File: config.mk
export PLATFORM = sky130hd
export DESIGN_NAME = ex_mdu
export DESIGN_NICKNAME = d
export VERILOG_FILES = /design/src/rtl/ex_mdu_pkg.sv /design/src/rtl/ex_mdu_alu.sv /design/src/rtl/ex_mdu_div_iter.sv /design/src/rtl/ex_mdu.sv
export SDC_FILE = /design/constraint.sdc
export NUM_CORES = 2
export LEC_CHECK = 0
export CAP_MARGIN = 20
export CORE_ASPECT_RATIO = 0.7
export CORE_MARGIN = 10
export CORE_UTILIZATION = 40
export CTS_CLUSTER_DIAMETER = 50
export DETAILED_ROUTE_END_ITERATION = 10
export GPL_ROUTABILITY_DRIVEN = 0
export PLACE_DENSITY = 0.67
export SETUP_SLACK_MARGIN = 0.5
export SKIP_LAST_GASP = 1
export SLEW_MARGIN = 20
export SYNTH_ARGS = -nofsm -noshare
export SYNTH_HDL_FRONTEND = slang
export SYNTH_HIERARCHICAL = 1
export SYNTH_SLANG_ARGS = --single-unit
File: constraint.sdc
create_clock -name clk -period 19 [get_ports clk]
set_clock_uncertainty 0.2 [all_clocks]
set_input_delay 4.75 -clock clk [delete_from_list [all_inputs] [get_ports clk]]
set_output_delay 4.75 -clock clk [all_outputs]
set_load 0.01 [all_outputs]
File: src/rtl/ex_mdu_pkg.sv
`default_nettype none
// ============================================================================
// Module : ex_mdu_pkg
// Brief  : Opcode/funct constants, ALU op codes and MDU FSM states.
// Rev    : 1.0
// ============================================================================
package ex_mdu_pkg;

    localparam logic [6:0] OPC_OP_IMM = 7'b0010011;
    localparam logic [6:0] OPC_OP     = 7'b0110011;

    localparam logic [6:0] F7_BASE    = 7'b0000000;
    localparam logic [6:0] F7_ALT     = 7'b0100000;
    localparam logic [6:0] F7_MULDIV  = 7'b0000001;

    localparam logic [2:0] F3_ADD     = 3'b000;
    localparam logic [2:0] F3_SLL     = 3'b001;
    localparam logic [2:0] F3_SLT     = 3'b010;
    localparam logic [2:0] F3_SLTU    = 3'b011;
    localparam logic [2:0] F3_XOR     = 3'b100;
    localparam logic [2:0] F3_SR      = 3'b101;
    localparam logic [2:0] F3_OR      = 3'b110;
    localparam logic [2:0] F3_AND     = 3'b111;

    localparam logic [2:0] F3_MUL     = 3'b000;
    localparam logic [2:0] F3_MULH    = 3'b001;
    localparam logic [2:0] F3_MULHSU  = 3'b010;
    localparam logic [2:0] F3_MULHU   = 3'b011;
    localparam logic [2:0] F3_DIV     = 3'b100;
    localparam logic [2:0] F3_DIVU    = 3'b101;
    localparam logic [2:0] F3_REM     = 3'b110;
    localparam logic [2:0] F3_REMU    = 3'b111;

    typedef enum logic [3:0] {
        ALU_ADD, ALU_SUB, ALU_SLL, ALU_SLT, ALU_SLTU,
        ALU_XOR, ALU_SRL, ALU_SRA, ALU_OR,  ALU_AND
    } alu_op_e;

    localparam logic [1:0] ST_IDLE = 2'd0;
    localparam logic [1:0] ST_MUL  = 2'd1;
    localparam logic [1:0] ST_DIV  = 2'd2;
    localparam logic [1:0] ST_DONE = 2'd3;

    // alt selects SUB for funct3 000 and SRA for funct3 101
    function automatic alu_op_e f3_to_alu(input logic [2:0] f3, input logic alt);
        case (f3)
            F3_ADD:  return alt ? ALU_SUB : ALU_ADD;
            F3_SLL:  return ALU_SLL;
            F3_SLT:  return ALU_SLT;
            F3_SLTU: return ALU_SLTU;
            F3_XOR:  return ALU_XOR;
            F3_SR:   return alt ? ALU_SRA : ALU_SRL;
            F3_OR:   return ALU_OR;
            default: return ALU_AND;
        endcase
    endfunction

endpackage
`default_nettype wire

File: src/rtl/ex_mdu_alu.sv
`default_nettype none
// ============================================================================
// Module : ex_mdu_alu
// Brief  : Combinational integer ALU for the RV32I/RV64I register/immediate ops.
// Rev    : 1.0
// ============================================================================
module ex_mdu_alu
    import ex_mdu_pkg::*;
#(
    parameter int XLEN = 32
) (
    input  alu_op_e         alu_op_i,
    input  logic [XLEN-1:0] op1_i,
    input  logic [XLEN-1:0] op2_i,
    output logic [XLEN-1:0] result_o
);

    localparam int SW = $clog2(XLEN);

    logic [SW-1:0] w_shamt;
    assign w_shamt = op2_i[SW-1:0];

    always_comb begin
        result_o = '0;
        case (alu_op_i)
            ALU_ADD:  result_o = op1_i + op2_i;
            ALU_SUB:  result_o = op1_i - op2_i;
            ALU_SLL:  result_o = op1_i << w_shamt;
            ALU_SLT:  result_o = {{(XLEN-1){1'b0}}, $signed(op1_i) < $signed(op2_i)};
            ALU_SLTU: result_o = {{(XLEN-1){1'b0}}, op1_i < op2_i};
            ALU_XOR:  result_o = op1_i ^ op2_i;
            ALU_SRL:  result_o = op1_i >> w_shamt;
            ALU_SRA:  result_o = $unsigned($signed(op1_i) >>> w_shamt);
            ALU_OR:   result_o = op1_i | op2_i;
            ALU_AND:  result_o = op1_i & op2_i;
            default:  result_o = '0;
        endcase
    end

endmodule
`default_nettype wire

File: src/rtl/ex_mdu_div_iter.sv
`default_nettype none
// ============================================================================
// Module : div_iter
// Brief  : Radix-2 restoring divider, one quotient bit per cycle, sign fixup on output.
// Rev    : 1.0
// ============================================================================
module div_iter #(
    parameter int XLEN = 32
) (
    input  logic            clk,
    input  logic            rst_n,
    input  logic            start_i,
    input  logic            signed_i,
    input  logic            abort_i,
    input  logic [XLEN-1:0] dividend_i,
    input  logic [XLEN-1:0] divisor_i,
    output logic            busy_o,
    output logic            done_o,
    output logic [XLEN-1:0] quotient_o,
    output logic [XLEN-1:0] remainder_o
);

    localparam int              CW     = $clog2(XLEN) + 1;
    localparam logic [CW-1:0]   C_LAST = CW'(XLEN - 1);
    localparam logic [XLEN-1:0] C_MIN  = {1'b1, {(XLEN-1){1'b0}}};

    logic            r_busy;
    logic            r_special;
    logic [CW-1:0]   r_cnt;
    logic [XLEN-1:0] r_quot;
    logic [XLEN-1:0] r_rem;
    logic [XLEN-1:0] r_dvsr;
    logic            r_neg_q;
    logic            r_neg_r;

    logic            w_dvd_neg;
    logic            w_dvs_neg;
    logic            w_div0;
    logic            w_ovf;
    logic [XLEN:0]   w_shift;
    logic [XLEN+1:0] w_diff;
    logic            w_ge;
    logic            w_unused;

    assign w_dvd_neg = signed_i & dividend_i[XLEN-1];
    assign w_dvs_neg = signed_i & divisor_i[XLEN-1];
    assign w_div0    = (divisor_i == '0);
    assign w_ovf     = signed_i && (dividend_i == C_MIN) && (&divisor_i);

    // Shift the next dividend bit into the partial remainder and trial-subtract
    assign w_shift  = {r_rem, r_quot[XLEN-1]};
    assign w_diff   = {1'b0, w_shift} - {2'b00, r_dvsr};
    assign w_ge     = ~w_diff[XLEN+1];
    assign w_unused = w_diff[XLEN];

    always_ff @(posedge clk or negedge rst_n) begin
        if (!rst_n) begin
            r_busy    <= 1'b0;
            r_special <= 1'b0;
            r_cnt     <= '0;
            r_quot    <= '0;
            r_rem     <= '0;
            r_dvsr    <= '0;
            r_neg_q   <= 1'b0;
            r_neg_r   <= 1'b0;
        end else if (abort_i) begin
            r_busy <= 1'b0;
            r_cnt  <= '0;
        end else if (start_i) begin
            r_busy <= 1'b1;
            r_cnt  <= '0;
            if (w_div0 || w_ovf) begin
                r_special <= 1'b1;
                r_quot    <= w_div0 ? '1 : dividend_i;
                r_rem     <= w_div0 ? dividend_i : '0;
                r_neg_q   <= 1'b0;
                r_neg_r   <= 1'b0;
            end else begin
                r_special <= 1'b0;
                r_quot    <= w_dvd_neg ? -dividend_i : dividend_i;
                r_rem     <= '0;
                r_dvsr    <= w_dvs_neg ? -divisor_i : divisor_i;
                r_neg_q   <= w_dvd_neg ^ w_dvs_neg;
                r_neg_r   <= w_dvd_neg;
            end
        end else if (r_busy) begin
            if (r_special) begin
                r_busy <= 1'b0;
            end else begin
                r_rem  <= w_ge ? w_diff[XLEN-1:0] : w_shift[XLEN-1:0];
                r_quot <= {r_quot[XLEN-2:0], w_ge};
                if (r_cnt == C_LAST) begin
                    r_busy <= 1'b0;
                    r_cnt  <= '0;
                end else begin
                    r_cnt <= r_cnt + 1'b1;
                end
            end
        end
    end

    assign busy_o      = r_busy;
    assign done_o      = r_busy & (r_special | (r_cnt == C_LAST));
    assign quotient_o  = r_neg_q ? -r_quot : r_quot;
    assign remainder_o = r_neg_r ? -r_rem : r_rem;

endmodule
`default_nettype wire

File: src/rtl/ex_mdu.sv
`default_nettype none
// ============================================================================
// Module : ex_mdu
// Brief  : Execute stage: single-cycle integer ALU plus multi-cycle M-extension unit.
// Rev    : 1.0
// ============================================================================
module ex_mdu
    import ex_mdu_pkg::*;
#(
    parameter int XLEN = 32
) (
    input  logic            clk,
    input  logic            rst_n,
    input  logic [31:0]     inst_i,
    input  logic [31:0]     inst_addr_i,
    input  logic [XLEN-1:0] op1_i,
    input  logic [XLEN-1:0] op2_i,
    input  logic [4:0]      rd_addr_i,
    input  logic            rd_wen_i,
    input  logic            flush_i,
    output logic [4:0]      rd_addr_o,
    output logic [XLEN-1:0] rd_data_o,
    output logic            rd_wen_o,
    output logic            hold_o
);

    logic [6:0]        w_opcode;
    logic [2:0]        w_funct3;
    logic [6:0]        w_funct7;
    logic              w_sh_ok;
    logic              w_int_valid;
    logic              w_m_op;
    alu_op_e           w_alu_op;
    logic [XLEN-1:0]   w_alu_res;

    logic [1:0]        r_state;
    logic [1:0]        w_state_nxt;
    logic [XLEN-1:0]   r_op1;
    logic [XLEN-1:0]   r_op2;
    logic [2:0]        r_funct3;
    logic [2*XLEN-1:0] r_prod;

    logic              w_a_sx;
    logic              w_b_sx;
    logic [2*XLEN-1:0] w_prod;
    logic              w_div_start;
    logic              w_div_busy;
    logic              w_div_done;
    logic [XLEN-1:0]   w_div_q;
    logic [XLEN-1:0]   w_div_r;
    logic [XLEN-1:0]   w_m_result;
    logic              w_unused;

    assign w_opcode = inst_i[6:0];
    assign w_funct3 = inst_i[14:12];
    assign w_funct7 = inst_i[31:25];
    // inst_i[25] is shamt[5] on RV64 and must be clear on RV32
    assign w_sh_ok  = (XLEN == 64) || !inst_i[25];

    always_comb begin
        w_int_valid = 1'b0;
        w_m_op      = 1'b0;
        w_alu_op    = ALU_ADD;
        if (w_opcode == OPC_OP_IMM) begin
            w_alu_op = f3_to_alu(w_funct3, (w_funct3 == F3_SR) && inst_i[30]);
            case (w_funct3)
                F3_SLL:  w_int_valid = (inst_i[31:26] == 6'd0) && w_sh_ok;
                F3_SR:   w_int_valid = ({inst_i[31], inst_i[29:26]} == 5'd0) && w_sh_ok;
                default: w_int_valid = 1'b1;
            endcase
        end else if (w_opcode == OPC_OP) begin
            if (w_funct7 == F7_MULDIV) begin
                w_m_op = 1'b1;
            end else if (w_funct7 == F7_BASE) begin
                w_int_valid = 1'b1;
                w_alu_op    = f3_to_alu(w_funct3, 1'b0);
            end else if (w_funct7 == F7_ALT) begin
                w_int_valid = (w_funct3 == F3_ADD) || (w_funct3 == F3_SR);
                w_alu_op    = f3_to_alu(w_funct3, 1'b1);
            end
        end
    end

    ex_mdu_alu #(.XLEN(XLEN)) u_alu (
        .alu_op_i (w_alu_op),
        .op1_i    (op1_i),
        .op2_i    (op2_i),
        .result_o (w_alu_res)
    );

    // Sign-extend to 2*XLEN so one multiplier covers all four signedness cases
    assign w_a_sx = (r_funct3 != F3_MULHU) & r_op1[XLEN-1];
    assign w_b_sx = ((r_funct3 == F3_MUL) || (r_funct3 == F3_MULH)) & r_op2[XLEN-1];
    assign w_prod = {{XLEN{w_a_sx}}, r_op1} * {{XLEN{w_b_sx}}, r_op2};

    assign w_div_start = (r_state == ST_IDLE) && w_m_op && w_funct3[2] && !flush_i;

    div_iter #(.XLEN(XLEN)) u_div (
        .clk         (clk),
        .rst_n       (rst_n),
        .start_i     (w_div_start),
        .signed_i    (!w_funct3[0]),
        .abort_i     (flush_i),
        .dividend_i  (op1_i),
        .divisor_i   (op2_i),
        .busy_o      (w_div_busy),
        .done_o      (w_div_done),
        .quotient_o  (w_div_q),
        .remainder_o (w_div_r)
    );

    always_comb begin
        w_m_result = w_div_r;
        case (r_funct3)
            F3_MUL:                        w_m_result = r_prod[XLEN-1:0];
            F3_MULH, F3_MULHSU, F3_MULHU:  w_m_result = r_prod[2*XLEN-1:XLEN];
            F3_DIV, F3_DIVU:               w_m_result = w_div_q;
            default:                       w_m_result = w_div_r;
        endcase
    end

    // Special divides still pass through ST_DIV for one cycle: the divider
    // flags completion immediately, giving a uniform two-cycle latency.
    always_comb begin
        w_state_nxt = r_state;
        rd_wen_o    = 1'b0;
        rd_addr_o   = '0;
        rd_data_o   = '0;
        hold_o      = 1'b0;
        case (r_state)
            ST_IDLE: begin
                if (w_m_op) begin
                    hold_o      = 1'b1;
                    w_state_nxt = w_funct3[2] ? ST_DIV : ST_MUL;
                end else if (w_int_valid) begin
                    rd_wen_o  = rd_wen_i;
                    rd_addr_o = rd_addr_i;
                    rd_data_o = w_alu_res;
                end
            end
            ST_MUL: begin
                hold_o      = 1'b1;
                w_state_nxt = ST_DONE;
            end
            ST_DIV: begin
                hold_o = 1'b1;
                if (w_div_done) begin
                    w_state_nxt = ST_DONE;
                end
            end
            default: begin
                rd_wen_o    = rd_wen_i;
                rd_addr_o   = rd_addr_i;
                rd_data_o   = w_m_result;
                w_state_nxt = ST_IDLE;
            end
        endcase
        if (flush_i) begin
            rd_wen_o    = 1'b0;
            hold_o      = 1'b0;
            w_state_nxt = ST_IDLE;
        end
        if (!rst_n) begin
            rd_wen_o  = 1'b0;
            rd_addr_o = '0;
            rd_data_o = '0;
            hold_o    = 1'b0;
        end
    end

    always_ff @(posedge clk or negedge rst_n) begin
        if (!rst_n) begin
            r_state  <= ST_IDLE;
            r_op1    <= '0;
            r_op2    <= '0;
            r_funct3 <= '0;
            r_prod   <= '0;
        end else begin
            r_state <= w_state_nxt;
            if ((r_state == ST_IDLE) && w_m_op && !flush_i) begin
                r_op1    <= op1_i;
                r_op2    <= op2_i;
                r_funct3 <= w_funct3;
            end
            if (r_state == ST_MUL) begin
                r_prod <= w_prod;
            end
        end
    end

    assign w_unused = ^{inst_addr_i, inst_i[24:15], inst_i[11:7], w_div_busy};

endmodule
`default_nettype wire

==> reports/metrics.yaml <==
ys_async_sr_fraction_pct: 100
critPathKind: "primary input to output pin"
arrival_ns: 10.82
ys_types: 118
overflow: 0
r2r_cells: 25
r2r-start: "r_funct3[1]$_DFFE_PN0P_"
grt_pass1_vias: 53700
layout_setup_ws_ns: 3.23
cp_cell_sequence: "buf_2, buf_4, clkinv_1, ha_1, o2111ai_1, a31oi_1, o21ai_0, a21oi_1, a211oi_1, o31a_1, a31oi_1, xnor2_1, o221ai_1, nand2_1, o21ai_0, and2_1, clkdlybuf4s50_1"
p_leak_nw: 28.9
tritoncts: "yes"
synth_top_area_share_pct: 36.3
timing.rr.end: "r_prod[51]$_DFFE_PN0N_"
synth_largest_area_cell: "fa_1"
antenna_found_initial: 6
row_count: 120
ir_drop_mv: 0.0455
setup.worst_path.start: "op2_i[3]"
dp_hpwl_um: 164000
relSlewSlack_pct: 10.4
worstSetupPathDepth: 17
cts_resized: 0
numPortBuffers: 128
drive_gt1_share_pct: 5.84
die_w_um: 491
crit_path_max_fanout: 77
max_stage_delay_ns: 0.86
routed_wl_um: 209000
dr_total_vias: 54000
cp_num_buf_inv: 4
worstPathRequired_ns: 14.05
crit_slowest_cell: "clkinv_1"
cts_buffers: 25
hold_viol: 0
synth.area.top_cells: "fa_1, dfrtp_1, inv_1, ha_1, nand2_1"
avgViaCountPerCell: 5.83
tns_ns: 0
ctsHoldBuffers: 0
io_pins: 176
grt_start_max_net_pins: 96
clock_sinks: 239
syn-cell-area_um2: 62200
synthCells: 7321
hold_class: "register to register"
slew_violations: 0
status: "complete, but fails checks"
fin_crit_ns: 15.77
initial_core_util_pct: 40.5
cp-end-kind: "output pin"
rrSetupSlack_ns: 9.00
worst_setup_path_start_kind: "primary input"
clk_latency_ns: 0.59
yosys_register_bits: 239
ctsHtreeMaxLevel: 1
syn_nets: 8939
path_delay_family: "compound AO/OA/AOI/OAI gates"
syn_to_final_growth_pct: 6.56
yosys_warnings: 6
die-area_um2: 172000
fin_crit_sh_pct: 83.0
nNetsFinal: 8773
cts_buffer_depth: 3
grt_pass1_wl_um: 325000
max_cap_violations: 0
grt_usage_pct: 23.9
post-cts-setup-buffer-count: 0
wire_per_inst_um: 22.6
report.final.setup_viol: 0
violations: "DRC"
drt_iter0_markers: 7500
drc_errors: 3
place_ws_ns: 3.65
power_density_nw_per_um2: 22.1
core_um2: 154000
cts-root-buf: "clkbuf_16"
synth_edf_count: 0
drtAntennaViolNets: 0
path_clk_slew_ns: 0.07
first_pass_iters: 11
yosysSeqAreaShare_pct: 9.62
die_h_um: 350
worstMarginPinSlew_ns: 1.33
max_freq_ghz: 0.0634
rsz0062_at_grt: "false"
synthFlopType: "dfrtp_1"
cp-endpoint: "rd_data_o[28]"
synth_area_per_cell_um2: 8.50
==> kinds of logic after synthesis <==
group,count (synthesis),synth area share (%)
AND/OR/NAND/NOR,2221,16.8
buffers and inverters,1705,10.5
adder cells (fa/ha/maj),1481,43.4
AO/OA/AOI/OAI,1277,13.4
flip-flops,239,9.62
XOR/XNOR,215,3.03
multiplexers,183,3.26
==> metrics by stage <==
stage               instance area [µm²]  util [%]  cells  power, mW  hold WS [ns]
floorplan                         62200         -   7321      0.721         0.245
global placement                  65300      42.5   9202      0.863         0.280
detailed placement                65300      42.5   9202      0.866         0.269
CTS                               66300      43.1   9248       1.44         0.290
global route                      66300      43.1   9248       1.50         0.330
finish                            66300      43.1   9255       1.46         0.288
==> cells in the final DEF, fill, tap and decap left out, types with 41 or more instances in the layout <==
cell type        instances
inv_1                 1239
fa_1                  1128
nand2_1               1048
a21oi_1                354
ha_1                   352
and2_1                 343
nor2_1                 335
o21ai_0                310
dfrtp_1                219
xnor2_1                145
buf_4                  141
clkdlybuf4s50_1        122
mux2_2                 108
nand3_1                 75
nor3_1                  72
xor2_1                  70
mux2i_1                 70
a21o_1                  57
o211ai_1                53
nor2b_1                 52
or3_1                   52
a31oi_1                 48
a211oi_1                46
o22ai_1                 45
nand4_1                 43
o221ai_1                41
==> cell type report <==
cell class                      count  area (µm²)
Antenna cell                        7        17.5
Sequential cell                   239        6010
Clock inverter                     18         293
Clock buffer                       28         647
Fill cell                       15200       87500
Tap cell                         2074        2590
Multi-Input combinational cell   5377       49700
Timing Repair Buffer              268        2310
Inverter                         1244        4670
==> state kept, by name, summed over array words and instances, names as in the netlist <==
name and count:
u_div/r_neg_r 1, u_div/r_rem 32, r_funct3 3, r_prod 64
r_op2 32, u_div/r_special 1, r_op1 32, u_div/r_quot 32
u_div/r_neg_q 1, u_div/busy_o 1, u_div/r_cnt 6, r_state 2
u_div/r_dvsr 32
==> routing by layer <==
layer	vias up	track usage [%]	wire (µm)
met4	10	6.92	7430
met1	27000	35.0	89900
met3	482	8.94	30500
li1	23000	-	-
met2	3498	32.2	81000
met5	-	0.632	269
==> report_power, final <==
| part | internal [mW] | switching (mW) | leakage [nW] |
|---|---|---|---|
| clock | 0.333 | 0.247 | 0.451 |
| sequential | 0.510 | 0.00198 | 3.12 |
| combinational | 0.120 | 0.251 | 25.3 |
==> worst min-delay path by stage <==
stage	from	endpoint	slack, ns	depth (start not counted)
4_1_cts	r_prod[58]$_DFFE_PN0N_	r_prod[58]$_DFFE_PN0N_	0.29	2
5_1_grt	r_prod[9]$_DFFE_PN0N_	r_prod[9]$_DFFE_PN0N_	0.33	1
2_1_floorplan	r_prod[50]$_DFFE_PN0N_	r_prod[50]$_DFFE_PN0N_	0.25	2
3_5_place_dp	r_prod[58]$_DFFE_PN0N_	r_prod[58]$_DFFE_PN0N_	0.27	2
6_report	r_prod[58]$_DFFE_PN0N_	r_prod[58]$_DFFE_PN0N_	0.29	2
3_3_place_gp	r_prod[58]$_DFFE_PN0N_	r_prod[58]$_DFFE_PN0N_	0.28	2
==> cells in the mapped netlist, types with 70 or more instances <==
master    number
mux2_2       108
nor3_1        74
nand3_1       75
xnor2_1      145
nand2_1     1048
mux2i_1       70
inv_1       1241
fa_1        1128
ha_1         353
a21oi_1      355
clkbuf_1     372
xor2_1        70
dfrtp_1      239
nor2_1       337
o21ai_0      311
and2_1       343
==> worst register-to-register path, stage by stage (launching register included) <==
cell	delay (ns)
dfrtp_1	0.83
clkinv_1	0.96
nand3_1	0.33
buf_4	0.51
nor2_1	0.13
fa_1	0.50
inv_1	0.05
fa_1	0.46
fa_1	0.52
fa_1	0.46
fa_1	0.50
inv_1	0.06
fa_1	0.47
inv_1	0.05
fa_1	0.45
fa_1	0.50
inv_1	0.04
ha_1	0.38
a21oi_1	0.31
o21ai_1	0.27
a211oi_1	0.55
nor2_1	0.14
a211oi_2	0.45
o31ai_1	0.26
a2111o_1	0.47
o311ai_1	0.08
Note: power is estimated with default switching activity, not from simulation.
